--- config.mk ---
export PLATFORM = sky130hd
export DESIGN_NAME = intr_ctrl
export DESIGN_NICKNAME = d
export VERILOG_FILES = /design/src/rtl/intr_ctrl.sv
export SDC_FILE = /design/constraint.sdc
export NUM_CORES = 1
export LEC_CHECK = 0
export ABC_AREA = 1
export CELL_PAD_IN_SITES_DETAIL_PLACEMENT = 1
export CELL_PAD_IN_SITES_GLOBAL_PLACEMENT = 1
export CORE_ASPECT_RATIO = 0.9
export CORE_UTILIZATION = 40
export CTS_BUF_LIST = sky130_fd_sc_hd__clkbuf_4
export DETAILED_ROUTE_END_ITERATION = 10
export DONT_BUFFER_PORTS = 1
export PLACE_DENSITY_LB_ADDON = 0.3
export SKIP_CTS_REPAIR_TIMING = 1
export SLEW_MARGIN = 20
export SYNTH_ARGS = -nofsm -noshare
export SYNTH_HDL_FRONTEND = slang
export SYNTH_SLANG_ARGS = --single-unit
--- constraint.sdc ---
create_clock -name clk -period 2.56 [get_ports clk]
set_input_delay 0.512 -clock clk [delete_from_list [all_inputs] [get_ports clk]]
set_output_delay 0.512 -clock clk [all_outputs]
set_load 0.005 [all_outputs]
--- src/rtl/intr_ctrl.sv ---
// Interrupt controller: syncs NUM_SRC request lines, latches edges as pending,
// raises intr for the lowest-index enabled pending source until ack, then waits for eoi.
// Ports: clk, reset (async active-low), irq_in, cfg_we/cfg_addr/cfg_wdata/cfg_rdata,
//        intr/intr_id/intr_vec to the core, intr_ack/eoi from the core.
module intr_ctrl #(
  parameter int          NUM_SRC    = 4,
  parameter logic [31:0] VEC_BASE   = 32'h0000_0180,
  parameter logic [31:0] VEC_STRIDE = 32'h0000_0020
) (
  input  logic               clk,
  input  logic               reset,
  input  logic [NUM_SRC-1:0] irq_in,
  input  logic               cfg_we,
  input  logic [1:0]         cfg_addr,
  input  logic [31:0]        cfg_wdata,
  output logic [31:0]        cfg_rdata,
  output logic               intr,
  output logic [2:0]         intr_id,
  output logic [31:0]        intr_vec,
  input  logic               intr_ack,
  input  logic               eoi
);

  typedef enum logic [1:0] {
    IDLE    = 2'd0,
    REQ     = 2'd1,
    SERVICE = 2'd2
  } state_t;

  state_t             state;
  logic [NUM_SRC-1:0] s1, s2, prev;
  logic [NUM_SRC-1:0] pending, enable;
  logic               gie;

  logic [NUM_SRC-1:0] edge_det, cand;
  logic [NUM_SRC-1:0] ack_clr, w1c;
  logic [2:0]         pick;
  logic               has_cand;
  logic               unused_wdata;

  assign unused_wdata = ^cfg_wdata[31:NUM_SRC];

  assign edge_det = s2 & ~prev;
  assign cand     = pending & enable;
  assign has_cand = |cand;

  always_comb begin
    pick = '0;
    for (int i = NUM_SRC - 1; i >= 0; i--)
      if (cand[i]) pick = 3'(i);
  end

  always_comb begin
    ack_clr = '0;
    for (int i = 0; i < NUM_SRC; i++)
      ack_clr[i] = (state == REQ) && intr_ack
                   && (intr_id == 3'(i));
  end

  assign w1c = (cfg_we && cfg_addr == 2'd1)
             ? cfg_wdata[NUM_SRC-1:0] : '0;

  // a fresh edge wins over any clear in the same cycle
  always_ff @(posedge clk or negedge reset) begin
    if (!reset) begin
      s1      <= '0;
      s2      <= '0;
      prev    <= '0;
      pending <= '0;
    end else begin
      s1      <= irq_in;
      s2      <= s1;
      prev    <= s2;
      pending <= (pending & ~(ack_clr | w1c)) | edge_det;
    end
  end

  always_ff @(posedge clk or negedge reset) begin
    if (!reset) begin
      enable <= '0;
      gie    <= 1'b0;
    end else if (cfg_we) begin
      if (cfg_addr == 2'd0) enable <= cfg_wdata[NUM_SRC-1:0];
      if (cfg_addr == 2'd3) gie    <= cfg_wdata[0];
    end
  end

  always_ff @(posedge clk or negedge reset) begin
    if (!reset) begin
      state   <= IDLE;
      intr    <= 1'b0;
      intr_id <= '0;
    end else begin
      unique case (state)
        IDLE: begin
          if (gie && has_cand) begin
            intr_id <= pick;
            intr    <= 1'b1;
            state   <= REQ;
          end
        end
        REQ: begin
          if (intr_ack) begin
            intr  <= 1'b0;
            state <= SERVICE;
          end
        end
        SERVICE: begin
          if (eoi) state <= IDLE;
        end
        default: begin
          intr  <= 1'b0;
          state <= IDLE;
        end
      endcase
    end
  end

  assign intr_vec = VEC_BASE + 32'(intr_id) * VEC_STRIDE;

  always_comb begin
    cfg_rdata = '0;
    unique case (cfg_addr)
      2'd0: cfg_rdata[NUM_SRC-1:0] = enable;
      2'd1: cfg_rdata[NUM_SRC-1:0] = pending;
      2'd2: begin
        cfg_rdata[9:8] = state;
        cfg_rdata[2:0] = intr_id;
      end
      default: cfg_rdata[0] = gie;
    endcase
  end

endmodule

==> reports/results.env, run 1 <==
FLOORPLAN.DIE_AREA_MM2=0.00414
DRT-TOTAL-WL_UM=2620
CELLINTERNALPOWER_W=0.000717
ROOT_BUFFER='sky130_fd_sc_hd__clkbuf_4'
FLOW.AREA_GROWTH_FROM_SYNTHESIS_PCT=-6.68
SYN_AVG_CELL_AREA_UM2=8.45
DRIVE_GT1_SHARE_PCT=7.03
SW_FRAC_OF_TOTAL_PCT=33.3
WORST_IR_DROP_VDD_mV=0.407
DESIGN.FINAL.NETS=229
PLACEDCELLCOUNT=225
PATH_BUF_INV=1
COMB_POWER_SHARE_PCT=22.0
PORT_BUFFERS=0
FINALHOLDVIOLCOUNT=0
HPWL_UM=2040
CLK_LATENCY_WORST_SKEW_PAIR_NS=0.32
CTS.SINKS=26
GRT-OVFL-TOTAL=0
CORE.ROWCOUNT=21
MAX_STAGE_DELAY_NS=0.52
OUTCOME='finished, final reports clean'
CLOCK_TRANSITION_AT_PATH_REGS_NS=0.15
MIN_PERIOD_OVER_PERIOD_PCT=65.9
ROUTED_VIA_DENSITY=4.16
POST_LAYOUT_NONFILLER_INSTANCES=231
CHIPHEIGHT_UM=61.2
YS_TOP_CELLS_BY_AREA='sky130_fd_sc_hd__dfrtp_1 42%, sky130_fd_sc_hd__buf_4 29%, sky130_fd_sc_hd__nand2_1 9.9%'
GRT_PASS1_WL_UM=4120
FIRST_GLOBAL_VIAS=863
CRITPATHTOPFAMILY='flip-flops'
TIMING.CLOCK.SKEW_NS=0.00846
CTS_BUFFERS=3
SWITCHING_POWER_W=0.000358
TIMING.FMAX_GHz=0.593
TIMING.HOLD.WORST.CLASS='in2reg'
CTS_TREE='yes'
DRT_ITER0_DRC=39
SYNTH_SEQ_CELLS=26
CLOCK_TREE.HTREE_LEVEL_COUNT=1
SYNTH_AREA_MM2=0.00156
VIAS=962
NUMBER_OF_ANTENNA_VIOLATIONS_AT_THE_FIRST_CHECK_IN_GLOBAL_ROUTING=0
CORE-AREA_MM2=0.00373
INITIAL_UTILIZATION_PCT=41.7
ANTENNADIODECOUNT=0
POWER_PER_CELL_AREA_mW_PER_MM2=741
SETUP_TOTAL_NEGATIVE_SLACK_NS=0
CP_DATA_ARRIVAL_TIME_NS=1.17
IO-PIN-COUNT=111
ROUTE.ANTENNA.REMAINING_NETS=0
NETLIST_INSTANCES=184
FIN_UTIL_PCT=38.9
CRITPATHCAPTURETYPE='output port'
CRIT_PATH_CELL_TRACE='inv_1 > o211ai_2'
SYNTH.LIB_CELLS_USED.DISTINCT=18
GLOBAL_ROUTE.USAGE.TOTAL_PCT=13.6
YOSYS_WARNINGS=0
DIE_W_UM=67.7
DRT-WIRELENGTH-PER-CELL_UM=11.4
GRT_SETUP_UNREPAIRED='no'
CRITPATHKIND='reg2out'
MINIMUM_CLOCK_PERIOD_AFTER_LAYOUT_NS=1.69
CLOCKPOWERSHARE_PCT=26.3
YOSYSTOPAREACELL='sky130_fd_sc_hd__dfrtp_1'
MAXSLEWVIOLCOUNT=0
GRT_MAX_DEGREE=27
PATH_MAX_FANOUT=6
POWER.LEAKAGE_nW=0.807
PART_OF_THE_YOSYS_AREA_USED_FOR_SEQUENTIAL_ELEMENTS_PCT=41.8
CRITICAL-PATH-SLOWEST-CELL='sky130_fd_sc_hd__dfrtp_1'
CLK_PATH_BUF_DEPTH=2
DR.PASS1.ITERS=4
FINAL_REPLACE_WEIGHTED_CONGESTION=0.745
WORSTSETUPSTARTPOINTTYPE='register'
CAP_VIOLATIONS=0
P_SEQ_SHARE_PCT=51.8
SYNTH_TOP_AREA_SHARE_PCT=41.8
REPORT.FINAL.SETUP_VIOL=0
REMAINING_DRC_ERRORS=0
CP_DATA_REQUIRED_TIME_NS=2.05
## path summary, 6_finish.rpt
path	start	cells past startpoint	slack, ns	end
setup / recovery	intr_id[1]	2	0.87	cfg_rdata[1]
hold reg to reg	s1[3]	0	0.36	s2[3]
min in group asynchronous	reset	2	0.59	gie
hold / removal	irq_in[3]	0	0.20	s1[3]
setup reg to reg	state[0]	5	1.34	pending[2]
max in group asynchronous	reset	2	1.81	s1[1]
## power by group through the flow
stage	combinational (W)	sequential, W	clock, W
finish	0.000236	0.000556	0.000282
detailed placement	0.000220	0.000566	0
global route	0.000279	0.000569	0.000305
floorplan	0.000265	0.000539	0
global placement	0.000210	0.000562	0
CTS	0.000226	0.000559	0.000292
## through the flow
stage / cell area, µm² / hold slack (ns) / power, W / setup slack [ns]
2_1_floorplan: 1760 / 0.216 / 0.000804 / 1.19
3_3_place_gp: 1370 / 0.217 / 0.000772 / 1.10
3_5_place_dp: 1370 / 0.217 / 0.000786 / 1.10
4_1_cts: 1420 / -0.155 / 0.00108 / 0.854
5_1_grt: 1450 / 0.168 / 0.00115 / 0.765
6_report: 1450 / 0.204 / 0.00107 / 0.874
## cells by family (layout without fill, tap and decap cells)
family	after synthesis	after routing	synth area share [%]
AO/OA/AOI/OAI	12	12	5.47
flip-flops	26	26	41.8
buffers and inverters	77	23	33.1
other	2	57	0.483
AND/OR/NAND/NOR	67	67	19.1
## synth_stat cells, drive strengths merged
library cell and number:
a21oi 2, a22o 2, buf 60, conb 2, dfrtp 26, inv 17, nand2 42, nand3 11
nand4 4, nor2 10, o211ai 1, o21ai 6, o31ai 1
## flip-flops by register name, summed over array words and instances (netlist names)
name,count
enable,4
gie,1
intr,1
intr_id,2
pending,4
prev,4
s1,4
s2,4
state,2
## cells in the final DEF (no fill, tap or decap)
cell / synthesis / final
sky130_fd_sc_hd__a21oi_1: 2 / 2
sky130_fd_sc_hd__a22o_1: 2 / 2
sky130_fd_sc_hd__buf_12: 0 / 1
sky130_fd_sc_hd__bufinv_16: 0 / 1
sky130_fd_sc_hd__clkbuf_4: 0 / 3
sky130_fd_sc_hd__conb_1: 2 / 57
sky130_fd_sc_hd__dfrtp_1: 26 / 26
sky130_fd_sc_hd__dlygate4sd3_1: 0 / 1
sky130_fd_sc_hd__inv_1: 15 / 15
sky130_fd_sc_hd__inv_2: 2 / 2
sky130_fd_sc_hd__nand2_1: 41 / 41
sky130_fd_sc_hd__nand2_4: 1 / 1
sky130_fd_sc_hd__nand3_1: 11 / 11
sky130_fd_sc_hd__nand4_1: 4 / 4
sky130_fd_sc_hd__nor2_1: 8 / 8
sky130_fd_sc_hd__nor2_4: 2 / 2
sky130_fd_sc_hd__o211ai_2: 1 / 1
sky130_fd_sc_hd__o21ai_0: 1 / 1
sky130_fd_sc_hd__o21ai_1: 3 / 3
sky130_fd_sc_hd__o21ai_2: 2 / 2
sky130_fd_sc_hd__o31ai_1: 1 / 1
## cell type report
cell class | instances | area (µm²)
clock inverter | 1 | 30.0
multi-input combinational | 136 | 597
clock buffer | 3 | 22.5
tap | 46 | 57.6
timing repair buffer | 2 | 30.0
sequential | 26 | 651
inverter | 17 | 63.8
fill | 482 | 2280
## routing by layer
layer  GRT usage, %  wire [µm]
met5              0          0
met2           23.5       1310
met3           5.00        217
met1           16.7       1090
met4           1.82         10
(Power assumes the default switching activity.)
==> inputs of run 2 (changes only) <==
clock period = 1.65 ns   (was 2.56 ns; I/O delays follow)
==> run 2 against run 1 <==
Global-route usage unchanged. Critical path depth stayed put. Clock-buffer cell count stayed put. Clock skew is essentially flat. Combinational power up 58%. Cell count is 1.7% higher. Sequential share of layout area down 1.2 points. Non-clock buffer count is 4 higher. First-iteration DRC count unchanged. Sequential power rose by 55%. Clock power rose by 55%. Via count is 1.7% higher. Critical path type unchanged.
==> reports/results.env, run 2 (same netlist as run 1, synthesis figures left out) <==
ROOT_BUFFER='sky130_fd_sc_hd__clkbuf_4'
PORT_BUFFERS=0  # unchanged
INITIAL_UTILIZATION_PCT=41.7  # unchanged
REMAINING_DRC_ERRORS=0  # unchanged
FINAL.SETUP.WORST_SLACK_NS=0.146  # -0.728 ns
R2R.WORST_PATH.CELLS=5  # unchanged
PLACEDINSTANCEAREA_MM2=0.00137  # unchanged
MAX_STAGE_DELAY_NS=0.52  # about the same
R2R-END='pending[2]'
CRIT-REG2REG-LAUNCH='state[0]'
CP_DATA_REQUIRED_TIME_NS=1.32  # -0.73 ns
CORE-AREA_MM2=0.00373  # unchanged
COMB_POWER_SHARE_PCT=22.3  # +0.3 points
GLOBAL_ROUTE.USAGE.TOTAL_PCT=13.6  # unchanged
MINIMUM_CLOCK_PERIOD_AFTER_LAYOUT_NS=1.50
VIAS=978  # +1.7%
PLACEDCELLCOUNT=225  # unchanged
DIE_W_UM=67.7  # unchanged
ROUTE.ANTENNA.REMAINING_NETS=0  # unchanged
CP_DATA_ARRIVAL_TIME_NS=1.17  # about the same
CLK_PATH_BUF_DEPTH=2  # unchanged
SETUP_TOTAL_NEGATIVE_SLACK_NS=0  # unchanged
TIMING.CLOCK.SKEW_NS=0.00842  # -0.0000413 ns
IO-PIN-COUNT=111  # unchanged
FINAL_COMMON_CELL='sky130_fd_sc_hd__conb_1'
DRT-TOTAL-WL_UM=2660  # +1.4%
P_SEQ_SHARE_PCT=51.5  # -0.3 points
CTS_BUFFERS=3  # unchanged
HPWL_UM=2040  # unchanged
PATH_BUF_INV=1  # unchanged
CRITPATHKIND='reg2out'
HOLDPATHEND='state[1]'
CAP_VIOLATIONS=0  # unchanged
CLOCK_TRANSITION_AT_PATH_REGS_NS=0.15  # about the same
POST-PLACE-WS_NS=0.489  # -0.612 ns
DRT_ITER0_DRC=39  # unchanged
CTS_TREE='yes'
CTS.SINKS=26  # unchanged
CORE.ROWCOUNT=21  # unchanged
MIN_PERIOD_OVER_PERIOD_PCT=91.2
CRITICAL-PATH-SLOWEST-CELL='sky130_fd_sc_hd__dfrtp_1'
FINALHOLDVIOLCOUNT=0  # unchanged
WORST_HOLD_STARTPOINT='eoi'
DRT-WIRELENGTH-PER-CELL_UM=11.3  # -0.28%
TIMING.FMAX_GHz=0.665
HOLD-WORST-SLACK_NS=0.0870  # -0.117 ns
STDCELL_AREA_MM2=0.00149  # +2.8%
POWER.LEAKAGE_nW=0.823  # +2.1%
MAXSLEWVIOLCOUNT=0  # unchanged
ROUTED_VIA_DENSITY=4.16  # about the same
FILLERS=476  # -1.2%
CLOCK_TREE.HTREE_LEVEL_COUNT=1  # unchanged
RRSETUPSLACK_NS=0.43  # -0.91 ns
LAYOUT.AREA.SEQ_UM2=651  # unchanged
NUMBER_OF_ANTENNA_VIOLATIONS_AT_THE_FIRST_CHECK_IN_GLOBAL_ROUTING=0  # unchanged
DRIVE_GT1_SHARE_PCT=6.88  # -0.15 points
SWITCHING_POWER_W=0.000557  # +55%
FLOW.AREA_GROWTH_FROM_SYNTHESIS_PCT=-4.10
AREA_OF_COMBINATIONAL_CELLS_WITH_MULTIPLE_INPUTS_UM2=597  # unchanged
SW_FRAC_OF_TOTAL_PCT=33.3  # -0.074 points
FINAL_REPLACE_WEIGHTED_CONGESTION=0.745  # unchanged
CRITPATHCAPTURETYPE='output port'
GRT_SETUP_UNREPAIRED='no'
FLOORPLAN.DIE_AREA_MM2=0.00414  # unchanged
WORST_IR_DROP_VDD_mV=0.634  # +56%
CRIT_PATH_CELL_TRACE='inv_1 > o211ai_2'
CLOCKPOWERSHARE_PCT=26.2  # about the same
PATH_MAX_FANOUT=6  # unchanged
POWER_PER_CELL_AREA_mW_PER_MM2=1120  # +52%
GRT_MAX_DEGREE=27  # unchanged
CELLINTERNALPOWER_W=0.00112  # +56%
OUTCOME='finished, final reports clean'
WORSTSETUPSTARTPOINTTYPE='register'
GRT-OVFL-TOTAL=0  # unchanged
CLK_LATENCY_WORST_SKEW_PAIR_NS=0.32  # about the same
TIMING.HOLD.WORST.CLASS='in2reg'
REPORT.FINAL.SETUP_VIOL=0  # unchanged
CHIPHEIGHT_UM=61.2  # unchanged
ANTENNADIODECOUNT=0  # unchanged
DR.PASS1.ITERS=4  # unchanged
MOST-COMMON-LAYOUT-CELLS='57 x sky130_fd_sc_hd__conb_1, 41 x sky130_fd_sc_hd__nand2_1, 26 x sky130_fd_sc_hd__dfrtp_1, 15 x sky130_fd_sc_hd__inv_1, 11 x sky130_fd_sc_hd__nand3_1'
DESIGN.FINAL.NETS=233  # +1.7%
FIRST_GLOBAL_VIAS=863  # unchanged
POST_LAYOUT_NONFILLER_INSTANCES=235  # +1.7%
GRT_PASS1_WL_UM=4120  # unchanged
CRITPATHTOPFAMILY='flip-flops'
HOLD-PATH-CELL-COUNT=1  # +1
[run 2: cell type report]
class,instances,share of cell area [%]
flip-flops and latches,26,43.6
multi-input cells,136,40.0
well taps,46,3.86
inverters,17,4.28
clock buffers,3,1.51
repair buffers,6,4.70
clock inverters,1,2.01
[run 2: routing by layer]
metal  global-route usage, %  up-vias  part of all wire [%]
li1                        -      467                     -
met1                    16.7      469                    41
met2                    23.5       40                    51
met3                    5.00        2                   7.9
met4                    1.82        0                  0.38
met5                       0        -                     0
[run 2: power by group through the flow]
stage,registers (W),logic [W],clock network (W)
after floorplan,0.000837,0.000411,0
after global placement,0.000872,0.000326,0
after detailed placement,0.000878,0.000341,0
after CTS,0.000867,0.000350,0.000453
after global routing,0.000882,0.000440,0.000474
final,0.000863,0.000374,0.000438
[run 2: metrics by stage]
step | util (%) | total power [W]
4_1_cts | 38.1 | 0.00167
6_report | 40.0 | 0.00168
5_1_grt | 40.0 | 0.00180
3_5_place_dp | 36.7 | 0.00122
3_3_place_gp | 36.7 | 0.00120
2_1_floorplan | - | 0.00125
[run 2: how the worst max path moves through the flow]
| stage | startpoint | to | cells after the start |
|---|---|---|---|
| floorplan | cfg_addr[0] | cfg_rdata[2] | 2 |
| global placement | state[0] | pending[2] | 5 |
| detailed placement | state[0] | pending[2] | 5 |
| CTS | intr_id[1] | cfg_rdata[1] | 2 |
| global route | intr_id[1] | cfg_rdata[1] | 2 |
| finish | intr_id[1] | cfg_rdata[1] | 2 |
==> inputs of run 3 (changes only) <==
CORE_ASPECT_RATIO = 1.4   (was 0.9)
==> run 3 against run 2 <==
Total power is 10% lower. Register-to-register slack hardly changed. Clock-buffer cell count did not move. Largest cell class unchanged. Largest power group unchanged. Fmax increased by 2.2%. Via count up 0.82%. Flip-flop and latch count unchanged.
==> reports/results.env, run 3 (same netlist as run 1, synthesis figures left out) <==
DESIGN.FINAL.NETS=233  # unchanged
CP_DATA_REQUIRED_TIME_NS=1.32  # about the same
POWER.LEAKAGE_nW=0.811  # -1.5%
CTS_TREE='yes'
MIN_PERIOD_OVER_PERIOD_PCT=89.2  # -1.9 points
ANTENNADIODECOUNT=0  # unchanged
FINAL_REPLACE_WEIGHTED_CONGESTION=0.754  # +1.2%
REMAINING_DRC_ERRORS=0  # unchanged
MAX_STAGE_DELAY_NS=0.50  # -0.02 ns
FINAL_COMMON_CELL='sky130_fd_sc_hd__conb_1'
CTS_BUFFERS=3  # unchanged
INITIAL_UTILIZATION_PCT=42.3  # +0.62 points
CLOCK_TRANSITION_AT_PATH_REGS_NS=0.14  # about the same
CLOCK_TREE.HTREE_LEVEL_COUNT=1  # unchanged
RRSETUPSLACK_NS=0.44  # about the same
CTS.SINKS=26  # unchanged
CORE.ROWCOUNT=26  # +24%
IO-PIN-COUNT=111  # unchanged
WORSTSETUPSTARTPOINTTYPE='register'
POST_LAYOUT_NONFILLER_INSTANCES=231  # -1.7%
REPORT.FINAL.SETUP_VIOL=0  # unchanged
WORST_IR_DROP_VDD_mV=0.590  # -7.0%
R2R.WORST_PATH.CELLS=4  # -1
GRT-OVFL-TOTAL=0  # unchanged
ROUTE.ANTENNA.REMAINING_NETS=0  # unchanged
DRT-TOTAL-WL_UM=2720  # +2.3%
GLOBAL_ROUTE.USAGE.TOTAL_PCT=12.6  # -0.99 points
POWER_PER_CELL_AREA_mW_PER_MM2=1030  # -8.4%
CHIPHEIGHT_UM=75.8  # +24%
PORT_BUFFERS=0  # unchanged
CRIT_PATH_DEPTH=2  # unchanged
MOST-COMMON-LAYOUT-CELLS='57 x sky130_fd_sc_hd__conb_1, 41 x sky130_fd_sc_hd__nand2_1, 26 x sky130_fd_sc_hd__dfrtp_1, 15 x sky130_fd_sc_hd__inv_1, 11 x sky130_fd_sc_hd__nand3_1'
MINIMUM_CLOCK_PERIOD_AFTER_LAYOUT_NS=1.47  # -0.0321 ns
PATH_MAX_FANOUT=6  # unchanged
DRT_ITER0_DRC=11  # -72%
PATH_BUF_INV=1  # unchanged
FINALHOLDVIOLCOUNT=0  # unchanged
FILLERS=481  # +1.1%
HOLD-WORST-SLACK_NS=0.101  # +0.0142 ns
CLK_PATH_BUF_DEPTH=2  # unchanged
HOLD-PATH-CELL-COUNT=1  # unchanged
PLACEDCELLCOUNT=221  # -1.8%
CLK_LATENCY_WORST_SKEW_PAIR_NS=0.32  # about the same
CRITPATHTOPFAMILY='flip-flops'
GRT_PASS1_WL_UM=3720  # -9.7%
CRITPATHCAPTURETYPE='output port'
DRT-WIRELENGTH-PER-CELL_UM=11.8  # +4.0%
GRT_SETUP_UNREPAIRED='no'
AREA_OF_COMBINATIONAL_CELLS_WITH_MULTIPLE_INPUTS_UM2=597  # unchanged
CP_DATA_ARRIVAL_TIME_NS=1.14  # -0.03 ns
LAYOUT.AREA.SEQ_UM2=651  # unchanged
ROUTED_VIA_DENSITY=4.27  # +2.6%
TIMING.HOLD.WORST.CLASS='in2reg'
DR.PASS1.ITERS=4  # unchanged
NUMBER_OF_ANTENNA_VIOLATIONS_AT_THE_FIRST_CHECK_IN_GLOBAL_ROUTING=0  # unchanged
CRITPATHKIND='reg2out'
CORE-AREA_MM2=0.00368  # -1.5%
FLOW.AREA_GROWTH_FROM_SYNTHESIS_PCT=-6.11
CRIT_PATH_CELL_TRACE='inv_1 > o211ai_2'
TIMING.FMAX_GHz=0.679  # +2.2%
VIAS=986  # +0.82%
POST-LAYOUT-TOTAL-POWER_W=0.00150  # -10%
FIRST_GLOBAL_VIAS=840  # -2.7%
DRIVE_GT1_SHARE_PCT=6.35  # -0.53 points
FLOORPLAN.DIE_AREA_MM2=0.00415  # about the same
CRITICAL-PATH-SLOWEST-CELL='sky130_fd_sc_hd__dfrtp_1'
FIN_UTIL_PCT=39.7  # -0.25 points
SETUP_TOTAL_NEGATIVE_SLACK_NS=0  # unchanged
ROOT_BUFFER='sky130_fd_sc_hd__clkbuf_4'
TIMING.CLOCK.SKEW_NS=0.00627  # -0.00215 ns
CAP_VIOLATIONS=0  # unchanged
MAXSLEWVIOLCOUNT=0  # unchanged
GRT_MAX_DEGREE=27  # unchanged
DIE_W_UM=54.7  # -19%
HPWL_UM=2170  # +5.9%
OUTCOME='finished, final reports clean'
[run 3: cell type report]
type | instances | share of cell area (%)
Clock buffer | 3 | 1.54
Clock inverter | 1 | 0.257
Inverter | 17 | 4.37
Multi-Input combinational cell | 136 | 40.9
Sequential cell | 26 | 44.6
Tap cell | 42 | 3.60
Timing Repair Buffer | 6 | 4.80
[run 3: through the flow]
step / worst slack (ns) / cell area, µm²
6_report: 0.178 / 1460
3_5_place_dp: 0.452 / 1360
3_3_place_gp: 0.535 / 1360
2_1_floorplan: 0.643 / 1760
4_1_cts: 0.168 / 1390
5_1_grt: 0.0859 / 1460
[run 3: path summary, 6_finish.rpt]
path / from / to
worst max-delay path: intr_id[1] / cfg_rdata[1]
worst min-delay path: eoi / state[1]
worst max register to register: enable[3] / intr
worst min register to register: s1[0] / s2[0]
max in group asynchronous: reset / pending[2]
min in group asynchronous: reset / gie
[run 3: worst reg2reg max path, stage by stage (launching register included)]
cell and delay, ns:
sky130_fd_sc_hd__dfrtp_1 0.42, sky130_fd_sc_hd__nand2_1 0.10, sky130_fd_sc_hd__nand2_1 0.10, sky130_fd_sc_hd__o21ai_1 0.31
sky130_fd_sc_hd__o21ai_0 0.15
[run 3: report_power, final]
part | leakage [nW] | switching, W | internal (W) | total (W)
logic | 0.490 | 0.000251 | 0.000122 | 0.000373
registers | 0.306 | 0.000104 | 0.000750 | 0.000854
clock network | 0.0154 | 0.000185 | 0.0000886 | 0.000274
total | 0.811 | 0.000540 | 0.000961 | 0.00150
[run 3: routing by layer]
layer | routed length (µm) | GRT usage (%) | vias up
met5 | 0 | 0 | -
met2 | 1480 | 22.1 | 50
li1 | - | - | 464
met4 | 40 | 4.56 | 0
met1 | 928 | 13.6 | 468
met3 | 271 | 4.59 | 4
